### src/rtl/pulse_burst_pkg.sv
// Shared types and defaults for the fast-domain burst sequencer.
// Optional pulse queue is enabled by defining PULSE_BURST_QUEUE_EN.
package pulse_burst_pkg;

    typedef enum logic [1:0] {
        IDLE  = 2'd0,
        BURST = 2'd1,
        DONE  = 2'd2
    } state_t;

    localparam int LEN_W_DEFAULT  = 8;
    localparam int PEND_W_DEFAULT = 2;

endpackage

### src/rtl/sat_updown_cnt.sv
// Saturating up/down counter holding queued burst requests.
// Used by pulse_burst_seq only when PULSE_BURST_QUEUE_EN is defined.
module sat_updown_cnt
    import pulse_burst_pkg::*;
#(
    parameter int W = PEND_W_DEFAULT
) (
    input  logic         clk,
    input  logic         rst,
    input  logic         clr,
    input  logic         inc,
    input  logic         dec,
    output logic [W-1:0] cnt,
    output logic         ovf
);

    localparam logic [W-1:0] MAX_CNT  = {W{1'b1}};
    localparam logic [W-1:0] ZERO_CNT = {W{1'b0}};
    localparam logic [W-1:0] ONE_CNT  = {{(W-1){1'b0}}, 1'b1};

    logic [W-1:0] cnt_r;
    logic [W-1:0] cnt_s;

    // Next count; simultaneous inc and dec cancel, so that case never overflows.
    always_comb begin
        cnt_s = cnt_r;
        ovf   = 1'b0;
        if (clr) begin
            cnt_s = ZERO_CNT;
        end else if (inc && !dec) begin
            if (cnt_r == MAX_CNT) begin
                ovf = 1'b1;
            end else begin
                cnt_s = cnt_r + ONE_CNT;
            end
        end else if (dec && !inc) begin
            if (cnt_r != ZERO_CNT) begin
                cnt_s = cnt_r - ONE_CNT;
            end else begin
                cnt_s = cnt_r;
            end
        end else begin
            cnt_s = cnt_r;
        end
    end

    // Count register.
    always_ff @(posedge clk) begin
        if (rst) begin
            cnt_r <= ZERO_CNT;
        end else begin
            cnt_r <= cnt_s;
        end
    end

    assign cnt = cnt_r;

endmodule

### src/rtl/pulse_burst_seq.sv
// Burst sequencer: each accepted pulse yields cfg_len cycles of en_o, then one DONE cycle.
// Define PULSE_BURST_QUEUE_EN to queue pulses arriving mid-burst instead of dropping them.
module pulse_burst_seq
    import pulse_burst_pkg::*;
#(
    parameter int LEN_W  = LEN_W_DEFAULT,
    parameter int PEND_W = PEND_W_DEFAULT
) (
    input  logic              clk,
    input  logic              rst,
    input  logic              pulse,
    input  logic [LEN_W-1:0]  cfg_len,
    input  logic              drop_clr,
    output logic              en_o,
    output logic              first_o,
    output logic              last_o,
    output logic              busy_o,
    output logic              done_o,
    output logic [PEND_W-1:0] pend_o,
    output logic              drop_o
);

    localparam logic [LEN_W-1:0] ZERO_LEN = {LEN_W{1'b0}};
    localparam logic [LEN_W-1:0] ONE_LEN  = {{(LEN_W-1){1'b0}}, 1'b1};

    state_t           state_r;
    state_t           state_s;
    logic [LEN_W-1:0] cnt_r;
    logic [LEN_W-1:0] cnt_s;
    logic [LEN_W-1:0] len_r;
    logic [LEN_W-1:0] len_s;
    logic             en_r;
    logic             first_r;
    logic             last_r;
    logic             busy_r;
    logic             done_r;
    logic             drop_r;
    logic             drop_s;
    logic             drop_set_s;

`ifdef PULSE_BURST_QUEUE_EN
    logic             pend_inc_s;
    logic             pend_dec_s;
    logic             pend_clr_s;
    logic             pend_ovf_s;
    logic             pend_nz_s;

    sat_updown_cnt #(
        .W   (PEND_W)
    ) u_pend_cnt (
        .clk (clk),
        .rst (rst),
        .clr (pend_clr_s),
        .inc (pend_inc_s),
        .dec (pend_dec_s),
        .cnt (pend_o),
        .ovf (pend_ovf_s)
    );

    assign pend_nz_s  = (pend_o != {PEND_W{1'b0}});
    assign drop_set_s = pend_ovf_s;
`else
    assign pend_o     = {PEND_W{1'b0}};
    assign drop_set_s = pulse && (state_r != IDLE);
`endif

    // Next-state, cycle counter and queue control.
    always_comb begin
        state_s = state_r;
        cnt_s   = cnt_r;
        len_s   = len_r;
`ifdef PULSE_BURST_QUEUE_EN
        pend_inc_s = 1'b0;
        pend_dec_s = 1'b0;
        pend_clr_s = 1'b0;
`endif
        case (state_r)
            IDLE: begin
                if (pulse && (cfg_len != ZERO_LEN)) begin
                    state_s = BURST;
                    cnt_s   = ONE_LEN;
                    len_s   = cfg_len;
                end else begin
                    state_s = IDLE;
                end
            end
            BURST: begin
                if (cnt_r == len_r) begin
                    state_s = DONE;
                end else begin
                    cnt_s = cnt_r + ONE_LEN;
                end
`ifdef PULSE_BURST_QUEUE_EN
                pend_inc_s = pulse;
`endif
            end
            DONE: begin
`ifdef PULSE_BURST_QUEUE_EN
                // A zero length cannot serve queued requests, so they are discarded quietly.
                if (cfg_len == ZERO_LEN) begin
                    state_s    = IDLE;
                    pend_clr_s = 1'b1;
                end else if (pend_nz_s || pulse) begin
                    state_s    = BURST;
                    cnt_s      = ONE_LEN;
                    len_s      = cfg_len;
                    pend_inc_s = pulse;
                    pend_dec_s = 1'b1;
                end else begin
                    state_s = IDLE;
                end
`else
                state_s = IDLE;
`endif
            end
            default: begin
                state_s = IDLE;
            end
        endcase
    end

    // Sticky drop flag; a new drop outranks a clear in the same cycle.
    always_comb begin
        if (drop_set_s) begin
            drop_s = 1'b1;
        end else if (drop_clr) begin
            drop_s = 1'b0;
        end else begin
            drop_s = drop_r;
        end
    end

    // State and registered outputs decoded from the next state.
    always_ff @(posedge clk) begin
        if (rst) begin
            state_r <= IDLE;
            cnt_r   <= ZERO_LEN;
            len_r   <= ZERO_LEN;
            en_r    <= 1'b0;
            first_r <= 1'b0;
            last_r  <= 1'b0;
            busy_r  <= 1'b0;
            done_r  <= 1'b0;
            drop_r  <= 1'b0;
        end else begin
            state_r <= state_s;
            cnt_r   <= cnt_s;
            len_r   <= len_s;
            en_r    <= (state_s == BURST);
            first_r <= (state_s == BURST) && (cnt_s == ONE_LEN);
            last_r  <= (state_s == BURST) && (cnt_s == len_s);
            busy_r  <= (state_s != IDLE);
            done_r  <= (state_s == DONE);
            drop_r  <= drop_s;
        end
    end

    assign en_o    = en_r;
    assign first_o = first_r;
    assign last_o  = last_r;
    assign busy_o  = busy_r;
    assign done_o  = done_r;
    assign drop_o  = drop_r;

endmodule

### config.mk
export PLATFORM = sky130hd
export DESIGN_NAME = pulse_burst_seq
export DESIGN_NICKNAME = d
export VERILOG_FILES = /design/src/rtl/pulse_burst_pkg.sv /design/src/rtl/sat_updown_cnt.sv /design/src/rtl/pulse_burst_seq.sv
export SDC_FILE = /design/constraint.sdc
export NUM_CORES = 1
export LEC_CHECK = 0
export ABC_AREA = 1
export ABC_CLOCK_PERIOD_IN_PS = 4000
export CAP_MARGIN = 20
export CORE_MARGIN = 3
export CORE_UTILIZATION = 45
export CTS_BUF_LIST = sky130_fd_sc_hd__clkbuf_8
export CTS_CLUSTER_SIZE = 8
export DETAILED_ROUTE_END_ITERATION = 6
export PLACE_DENSITY = 0.7
export SETUP_SLACK_MARGIN = 0.15
export SLEW_MARGIN = 15
export SYNTH_ARGS = -nofsm -noshare
export SYNTH_HDL_FRONTEND = slang
export SYNTH_SLANG_ARGS = --single-unit
### constraint.sdc
create_clock -name clk -period 4 [get_ports clk]
set_clock_uncertainty 0.1 [all_clocks]
set_input_delay 0.8 -clock clk [delete_from_list [all_inputs] [get_ports clk]]
set_output_delay 0.8 -clock clk [all_outputs]
set_load 0.01 [all_outputs]
# == Yosys cells after proc, flatten, opt, wreduce, memory -nomap -nowiden ==
# Index checks and enable logic that the tools add are counted.
# classes
addsub,1
eq_ne,6
mux,10
n_reduce_logical,9
# op_table
op,count
$mux 8,4
$eq 8x8->1,2
$pmux 8 s2,1
$add 8x1->8 const B,1
$eq 8x1->1 const B,1
$reduce_bool 8->1,1
$reduce_bool 2->1,3
$eq 2x1->1 const B,2
$logic_and 1x1->1,4
$pmux 2 s2,1
$mux 1,3
$eq 2x2->1 const B,1
$logic_not 2->1,1
$mux 2,1
# word_totals
register_bits,24
input_bits,12
out_inout_bits,8
elab_cells,35

# == Logic depth before layout (Yosys ltp) ==
# Gate-level depths: netlist of run 1.
# depth
depth_word,6
ltp_mapped,15
mapped_depth_nobuf,14

# == Worst setup path after synthesis of run 1 ==
# OpenSTA, ideal clock, no wires.
# synth_path
path_type,input to register
startpoint,input port cfg_len[0]
endpoint,"register last_r, in the netlist last_o"
setup_ps,112
t_arrival_ps,1785
t_required_ps,3788
slack_ps,2004
cell_stages,11
path_buffers,0
path_cell_list,nor2_1 nand4_1 nand2_1 inv_1 or2_2 o21ai_0 inv_1 nand2_1 nand2_1 nand3_1 nor2_2
# synth_via
elab_chain_len,6
word_cells_on_any_way,11
classes_between,2 x eq/ne; 6 x mux; 3 x reduce/logical
# synth_rtl
element,line_no,source
"start, declared",pulse_burst_seq.sv:12,"input logic [LEN_W-1:0] cfg_len,"
$reduce_bool 8->1,pulse_burst_seq.sv:79,if (pulse && (cfg_len != ZERO_LEN)) begin
$logic_and 1x1->1,pulse_burst_seq.sv:79,
$mux 8 / $mux 1 (equally long branches),pulse_burst_seq.sv:79,
$pmux 8 s2 (tied with other cells),pulse_burst_seq.sv:77,case (state_r)
$eq 8x8->1 / $eq 2x1->1 (equally long branches),pulse_burst_seq.sv:151,last_r <= (state_s == BURST) && (cnt_s == len_s);
$logic_and 1x1->1 (*),pulse_burst_seq.sv:151,
"end signal, assigned",pulse_burst_seq.sv:151,
"end, declared",pulse_burst_seq.sv:34,logic last_r;
# Mark *: on every way between the ends. The rest lies on a longest branch, timed or not.
# A chain may end at the register's enable or synchronous reset.

# == Worst setup path after layout of run 1 ==
# layout_path
startpoint,input port pulse
endpoint,"register last_r, in the netlist last_o"
# layout_via
elab_chain_len,5
word_cells_on_any_way,10
classes_between,2 x eq/ne; 6 x mux; 2 x reduce/logical
# layout_rtl
element,line_no,source
"start, declared",pulse_burst_seq.sv:11,"input logic pulse,"
$logic_and 1x1->1 (*),pulse_burst_seq.sv:79,
$mux 8 / $mux 1 (equally long branches),pulse_burst_seq.sv:79,
$pmux 8 s2 (tied with other cells),pulse_burst_seq.sv:77,
$eq 8x8->1 / $eq 2x1->1 (equally long branches),pulse_burst_seq.sv:151,
$logic_and 1x1->1 (*),pulse_burst_seq.sv:151,
# Marks and branches as above.

==> impl_metrics.json, run 1 <==
{
  "status": "complete, no violations",
  "antenna_found_initial": 0,
  "mostFrequentLayoutCells": "nand2_1 (42), nor2_1 (28), inv_1 (25)",
  "hold_viol_final": 0,
  "clock_path_buffers": 2,
  "crit_path_end": "last_o",
  "fin_tns_setup_ns": 0,
  "port_buffers": 17,
  "tritoncts": "yes",
  "insertion_delay_ns": 0.27,
  "gr-usage-met1_pct": 21.6,
  "power_density_nw_per_um2": 380,
  "syn_inst": 203,
  "syn-cell-area_um2": 1440,
  "drt-initial-drc-count": 54,
  "maxSlewHeadroom_pct": 44.4,
  "drc_errors": 0,
  "io_pins": 20,
  "start_util_pct": 49.5,
  "ys_ff_latch": 24,
  "rows": 19,
  "setup_violations": 0,
  "first_pass_iters": 4,
  "antenna_left": 0,
  "syn-mean-instance-area_um2": 7.07,
  "crit_path_end_kind": "register",
  "cts-root-buf": "clkbuf_8",
  "critPathSlowestCell": "clkdlybuf4s50_1",
  "peakVddDrop_mv": 0.276,
  "grt.met2_usage_pct": 28.5,
  "fin_nets": 233,
  "yosysSeqAreaShare_pct": 33.5,
  "final_common_cell": "nand2_1",
  "rrSetupSlack_ns": 1.82,
  "die_area_um2": 3900,
  "cts_htree_levels": 1,
  "yosysWarnings": 0,
  "cts_setup_buffers": 0,
  "core_um2": 2900,
  "rsz0062_at_grt": "false",
  "start_kind": "input port",
  "min_period_over_period_pct": 69.3,
  "viasPerCell": 4.66,
  "gp_congestion": 0.847,
  "r2r_start": "state_r[1]",
  "path_class": "input port to register",
  "cts.sinks": 24,
  "path_buf_inv": 4,
  "area_growth_pct": 17.0,
  "first_global_vias": 1190,
  "post_cts_resize_count": 0,
  "min_path_type": "register to register",
  "cp_data_arrival_time_ns": 2.89,
  "fin_ws_ns": 1.23,
  "grt_pass1_wl_mm": 5.33,
  "worstPathMaxFanout": 11,
  "maxCapViolCount": 0,
  "diodes": 0,
  "synth.distinct_cells": 29,
  "die_y_um": 62.5,
  "path_delay_family": "buffers and inverters",
  "top_usage_layer": "met2",
  "wire_per_inst_um": 11.5,
  "worstMarginPinSlew_ns": 0.832,
  "leakagePower_nw": 0.756,
  "pre_cts_ws_ns": 0.968,
  "synth_ff_type": "dfxtp_1",
  "clock.fmax_mhz": 361,
  "dr_total_vias": 1215,
  "critPathRequiredTime_ns": 4.12,
  "period_needed_ns": 2.77,
  "crit_chain": "clkdlybuf4s50_1 -> inv_1 -> nor2_1 -> nand2_1 -> buf_4 -> o21ai_0 -> inv_1 -> nand2_1 -> nand2_1 -> nor2_1 -> nand3_1 -> nor2_2",
  "die_w_um": 62.5,
  "gr-total-overflow": 0,
  "clkTransAtPathRegs_ns": 0.09,
  "cts_buffers": 3,
  "track_usage_pct": 16.5,
  "synth-edff-count": 0,
  "async_reset_ff_share_pct": 0,
  "path_depth": 12,
  "reg2reg_depth": 12,
  "drive_gt1_share_pct": 16.4,
  "path_common_cell": "nand2_1",
  "dp.final_hpwl_mm": 2.35,
  "ctsHoldBuffers": 0,
  "timing.rr.end": "last_o",
  "slowest_delay_ns": 0.48,
  "met3_usage_pct": 3.60,
  "critPathLaunch": "pulse",
  "finalMaxSlewViolations": 0,
  "grt_max_degree": 22,
  "routed_wl_mm": 3.01
}
power breakdown:
| part | switching, mW | internal, mW |
|---|---|---|
| Clock | 0.0809 | 0.134 |
| Combinational | 0.0966 | 0.0622 |
| Sequential | 0.00965 | 0.255 |
| Total | 0.187 | 0.451 |
worst min path at each step:
stage | start | endpoint | slack, ns | depth (start not counted)
3_3_place_gp | drop_o | drop_o | 0.36 | 2
2_1_floorplan | state_r[0] | done_o | 0.35 | 2
3_5_place_dp | drop_o | drop_o | 0.36 | 2
4_1_cts | drop_o | drop_o | 0.38 | 2
5_1_grt | drop_o | drop_o | 0.40 | 2
6_report | drop_o | drop_o | 0.37 | 2
state kept, by name, summed over array words and instances (netlist names):
| name | count |
|---|---|
| state_r | 2 |
| last_o | 1 |
| done_o | 1 |
| cnt_r | 8 |
| len_r | 8 |
| first_o | 1 |
| busy_o | 1 |
| en_o | 1 |
| drop_o | 1 |
synthesized netlist by cell type (all sizes together) (2+ instances only):
library cell | number | share of area [%]
buf | 5 | 3.7
xor2 | 6 | 3.7
a21oi | 3 | 1.8
nand3 | 23 | 11
nor2 | 32 | 9.4
dfxtp | 24 | 33
clkbuf | 2 | 0.52
nand2 | 52 | 16
or2 | 3 | 1.3
o21ai | 8 | 3.1
inv | 30 | 7.8
xnor2 | 6 | 3.7
nand4 | 4 | 1.7
nor4 | 2 | 0.87
logic make-up (layout without fill, tap and decap cells):
logic type	after synthesis	after routing	share of synthesized area [%]
AOI/OAI and AO/OA	11	11	4.88
and+or+nand+nor	117	117	41.1
other	1	2	0.261
adders and majority gates	1	1	0.872
buffers and inverters	37	52	12.1
DFF	24	24	33.5
xor gates and xnor gates	12	12	7.32
routing by layer:
metal  part of all wire, %  wire [um]
met5                     0          0
met4                     0          0
met3                   4.3        128
met2                    49       1460
met1                    47       1420
area by class of cell:
type / instances / area [um^2]
Sequential cell: 24 / 480
Fill cell: 304 / 1220
Inverter: 30 / 113
Clock buffer: 3 / 41.3
Timing Repair Buffer: 18 / 178
Tap cell: 42 / 52.6
Multi-Input combinational cell: 143 / 785
Clock inverter: 1 / 30.0
through the flow:
stage	instances	util, %	instance area, um^2	hold WS, ns	total power [mW]
global route	261	57.9	1680	0.397	0.670
finish	261	57.9	1680	0.367	0.638
detailed placement	257	55.4	1610	0.363	0.429
global placement	257	55.4	1610	0.359	0.429
floorplan	204	-	1440	0.353	0.392
CTS	261	57.9	1680	0.376	0.646
worst register-to-register path: stages, from the launching register on:
cell	delay [ns]
dfxtp_1	0.35
inv_2	0.06
nand2_1	0.07
nor2_1	0.17
nand2_1	0.31
buf_4	0.31
o21ai_0	0.30
inv_1	0.07
nand2_1	0.07
nand2_1	0.06
nor2_1	0.09
nand3_1	0.10
nor2_2	0.08
Note: power is estimated with default switching activity, not from simulation.
==> run 2: changes to the inputs <==
--- a/config.mk
+++ b/config.mk
@@ -6,14 +6,14 @@
 export NUM_CORES = 1
 export LEC_CHECK = 0
 export ABC_AREA = 1
-export ABC_CLOCK_PERIOD_IN_PS = 4000
+export ABC_CLOCK_PERIOD_IN_PS = 2300
 export CAP_MARGIN = 20
 export CORE_MARGIN = 3
 export CORE_UTILIZATION = 45
 export CTS_BUF_LIST = sky130_fd_sc_hd__clkbuf_8
 export CTS_CLUSTER_SIZE = 8
 export DETAILED_ROUTE_END_ITERATION = 6
-export PLACE_DENSITY = 0.7
+export PLACE_DENSITY = 0.72
 export SETUP_SLACK_MARGIN = 0.15
 export SLEW_MARGIN = 15
 export SYNTH_ARGS = -nofsm -noshare
==> constraint.sdc (replaced) <==
create_clock -name clk -period 2.3 [get_ports clk]
set_clock_uncertainty 0.1 [all_clocks]
set_input_delay 0.46 -clock clk [delete_from_list [all_inputs] [get_ports clk]]
set_output_delay 0.46 -clock clk [all_outputs]
set_load 0.01 [all_outputs]
==> impl_metrics.json, run 2 (synthesis gave the netlist of run 1 again) <==
{
  "min_period_over_period_pct": 89.5,
  "setup_violations": 0,
  "worstPathMaxFanout": 19,
  "wire_per_inst_um": 11.9,
  "min_path_type": "register to register",
  "whs_path_depth": 2,
  "gp_congestion": 0.918,
  "pre_cts_ws_ns": -0.145,
  "first_pass_iters": 4,
  "timing.rr.end": "last_o",
  "grt_max_degree": 20,
  "fin_ws_ns": 0.242,
  "cts_buffers": 3,
  "rows": 19,
  "cp_data_arrival_time_ns": 2.18,
  "hold_end": "drop_o",
  "core_um2": 2900,
  "final_common_cell": "nand2_1",
  "port_buffers": 17,
  "insertion_delay_ns": 0.27,
  "drt-initial-drc-count": 51,
  "reg2reg_depth": 12,
  "cts-root-buf": "clkbuf_8",
  "cts.sinks": 24,
  "routed_wl_mm": 3.27,
  "clkTransAtPathRegs_ns": 0.09,
  "die_w_um": 62.5,
  "r2r_start": "cnt_r[2]",
  "ctsHoldBuffers": 0,
  "antenna_left": 0,
  "min_from": "drop_o",
  "maxCapViolCount": 0,
  "gr-total-overflow": 0,
  "period_needed_ns": 2.06,
  "die_area_um2": 3900,
  "finalMaxSlewViolations": 0,
  "area_growth_pct": 24.9,
  "antenna_found_initial": 0,
  "critPathRequiredTime_ns": 2.42,
  "dp.final_hpwl_mm": 2.49,
  "tritoncts": "yes",
  "rrSetupSlack_ns": 0.35,
  "die_y_um": 62.5,
  "peakVddDrop_mv": 0.462,
  "fin_nets": 247,
  "leakagePower_nw": 0.822,
  "mostFrequentLayoutCells": "nand2_1 (41), nor2_1 (27), inv_1 (24), dfxtp_1 (24), clkdlybuf4s50_1 (17)",
  "power_density_nw_per_um2": 604,
  "diodes": 0,
  "path_class": "input port to register",
  "largestRegisters": "cnt_r x8, len_r x8, state_r x2",
  "drive_gt1_share_pct": 23.6,
  "rsz0062_at_grt": "false",
  "power_mw": 1.08,
  "track_usage_pct": 17.5,
  "start_util_pct": 49.5,
  "status": "complete, no violations",
  "start_kind": "input port",
  "seq_area_um2": 480,
  "first_global_vias": 1208,
  "viasPerCell": 4.79,
  "grt_pass1_wl_mm": 5.48,
  "dr_total_vias": 1318,
  "cts_htree_levels": 1,
  "io_pins": 20,
  "drc_errors": 0,
  "fillers": 273,
  "multiInputGateArea_um2": 797,
  "clock.fmax_mhz": 486,
  "clock_path_buffers": 2,
  "crit_path_end_kind": "register",
  "hold_viol_final": 0
}
run 2: what timing repair did:
item / 4_1_cts / 5_1_grt
gates resized for setup: 1 / 13
setup endpoints to repair: 1 / 1
setup buffers: 0 / 0
run 2: where the power goes:
group	total (mW)	switching (mW)	internal [mW]
logic	0.331	0.186	0.145
registers	0.461	0.0174	0.444
clock network	0.290	0.137	0.153
total	1.08	0.341	0.742
run 2: worst max-delay path by stage:
stage / cells past startpoint / endpoint / startpoint
2_1_floorplan: 11 / last_o / cfg_len[0]
3_3_place_gp: 12 / last_o / pulse
3_5_place_dp: 12 / last_o / pulse
4_1_cts: 10 / last_o / pulse
5_1_grt: 13 / last_o / cfg_len[1]
6_report: 10 / last_o / pulse
run 2: through the flow:
stage | hold slack (ns) | instances | area, um^2 | TNS, ns | utilization, %
floorplan | 0.353 | 204 | 1440 | 0 | -
global placement | 0.361 | 271 | 1710 | -0.134 | 59.1
detailed placement | 0.357 | 271 | 1710 | -0.145 | 59.1
CTS | 0.373 | 275 | 1770 | 0 | 61.0
global route | 0.409 | 275 | 1790 | 0 | 61.8
finish | 0.370 | 275 | 1790 | 0 | 61.8
run 2: per-layer routing:
layer,vias to the layer above,global-route usage [%],routed length [um]
met3,8,3.60,200
met5,-,0,0
met2,40,27.2,1490
li1,686,-,-
met1,584,23.8,1520
met4,0,6.89,65
run 2: layout make-up:
cell class	instances	area share [%]
multi-input combinational	143	44.5
sequential	24	26.8
timing repair buffer	32	16.5
inverter	30	6.28
clock buffer	4	3.07
tap	42	2.93
run 2: critical path, cell delays in order:
cell and delay, ns:
clkdlybuf4s50_1 0.47, inv_1 0.05, nor2_2 0.15, nand2_2 0.11, buf_12 0.17, or2_1 0.21
o21ai_1 0.15, xor2_1 0.20, nand3_1 0.11, nor2_2 0.10
==> run 3: changes to the inputs <==
--- a/config.mk
+++ b/config.mk
@@ -14,6 +14,7 @@
 export CTS_CLUSTER_SIZE = 8
 export DETAILED_ROUTE_END_ITERATION = 6
 export PLACE_DENSITY = 0.72
+export RECOVER_POWER = 100
 export SETUP_SLACK_MARGIN = 0.15
 export SLEW_MARGIN = 15
 export SYNTH_ARGS = -nofsm -noshare
==> impl_metrics.json, run 3 (synthesis gave the netlist of run 1 again) <==
{
  "status": "complete, no violations",
  "hold_viol_final": 0,
  "io_pins": 20,
  "rsz0062_at_grt": "false",
  "min_path_type": "register to register",
  "antenna_found_initial": 0,
  "fillers": 283,
  "power_density_nw_per_um2": 611,
  "cts_htree_levels": 1,
  "diodes": 0,
  "final_common_cell": "nand2_1",
  "path_class": "input port to register",
  "cts_setup_buffers": 0,
  "cts.sinks": 24,
  "final_area_um2": 1740,
  "rows": 19,
  "track_usage_pct": 17.5,
  "min_period_over_period_pct": 91.6,
  "drc_errors": 0,
  "maxCapViolCount": 0,
  "period_needed_ns": 2.11,
  "cp_data_arrival_time_ns": 2.19,
  "wire_per_inst_um": 12.0,
  "start_kind": "input port",
  "largestRegisters": "cnt_r x8, len_r x8, state_r x2",
  "setup_violations": 0,
  "grt_max_degree": 20,
  "leakagePower_nw": 0.829,
  "seq_area_um2": 480,
  "area_growth_pct": 21.2,
  "finalMaxSlewViolations": 0,
  "drive_gt1_share_pct": 18.9,
  "tritoncts": "yes",
  "crit_path_end_kind": "register",
  "dp.final_hpwl_mm": 2.49,
  "port_buffers": 17,
  "start_util_pct": 49.5,
  "die_w_um": 62.5,
  "multiInputGateArea_um2": 747,
  "gp_congestion": 0.918,
  "place_area_um2": 1710,
  "core_um2": 2900,
  "clock_path_buffers": 2,
  "die_area_um2": 3900,
  "viasPerCell": 4.83,
  "worstPathMaxFanout": 7,
  "fin_util_pct": 60.0,
  "die_y_um": 62.5,
  "routed_wl_mm": 3.29,
  "clock.fmax_mhz": 475,
  "gr-total-overflow": 0,
  "antenna_left": 0,
  "mostFrequentLayoutCells": "nand2_1 (43), nor2_1 (28), inv_1 (24), dfxtp_1 (24), nand3_1 (22)",
  "cts-root-buf": "clkbuf_8",
  "cts_buffers": 3,
  "peakVddDrop_mv": 0.452,
  "whs_ns": 0.367,
  "clkTransAtPathRegs_ns": 0.09,
  "critPathRequiredTime_ns": 2.38,
  "fin_nets": 247,
  "drt-initial-drc-count": 53,
  "first_pass_iters": 4,
  "insertion_delay_ns": 0.27,
  "dr_total_vias": 1328,
  "first_global_vias": 1208,
  "grt_pass1_wl_mm": 5.48
}
## run 3: cell types whose count changed in the layout (fill, tap and decap cells not counted), moves of 2 or more
cell,delta
nand2_2,-2
o21ai_0,+2
dlygate4sd3_1,+7
clkdlybuf4s50_1,-7
nand3_1,+6
buf_4,-2
nand3_2,-5
o21ai_1,-2
nand2_1,+2
## run 3: cell type report
| cell class | count | area share [%] |
|---|---|---|
| well taps | 42 | 3.02 |
| multi-input cells | 143 | 42.9 |
| inverters | 30 | 6.47 |
| clock buffers | 4 | 3.17 |
| repair buffers | 32 | 16.8 |
| flip-flops and latches | 24 | 27.6 |
## run 3: what timing repair did
action | in CTS | in global routing
pin swaps | 0 | 0
hold buffers | 0 | 0
setup endpoints to repair | 1 | 1
gates resized for setup | 1 | 13
## run 3: worst paths after layout
path | startpoint | to | slack [ns] | depth (start not counted)
min reg2reg | drop_o | drop_o | 0.37 | 2
min | drop_o | drop_o | 0.37 | 2
max reg2reg | cnt_r[2] | last_o | 0.27 | 12
max | cfg_len[7] | last_o | 0.19 | 12
## run 3: stage by stage
step	instances	setup WS (ns)	TNS (ns)	total power, mW
6_report	275	0.193	0	1.06
5_1_grt	275	0.0881	0	1.11
4_1_cts	275	0.171	0	1.08
3_5_place_dp	271	-0.145	-0.145	0.784
3_3_place_gp	271	-0.134	-0.134	0.785
2_1_floorplan	204	0.644	0	0.681
## run 3: power by group
group          switching (mW)  internal, mW
clock network           0.138         0.153
registers              0.0169         0.443
logic                   0.176         0.135
total                   0.331         0.732
## run 3: per-layer routing
metal  up-vias  routed length (um)  part of all wire [%]  track usage (%)
met4         0                  70                   2.1             6.89
met5         -                   0                     0                0
met1       587                1570                    48             23.8
met2        46                1490                    45             27.2
li1        685                   -                     -                -
met3        10                 162                   4.9             3.60
## run 3: critical path: stages
cell	delay (ns)
clkdlybuf4s50_1	0.45
nor2_1	0.14
nand4_1	0.10
nand2_1	0.16
inv_2	0.10
or2_2	0.28
o21ai_0	0.15
inv_1	0.07
nand2_1	0.07
nand2_1	0.07
nand3_1	0.09
nor2_2	0.04
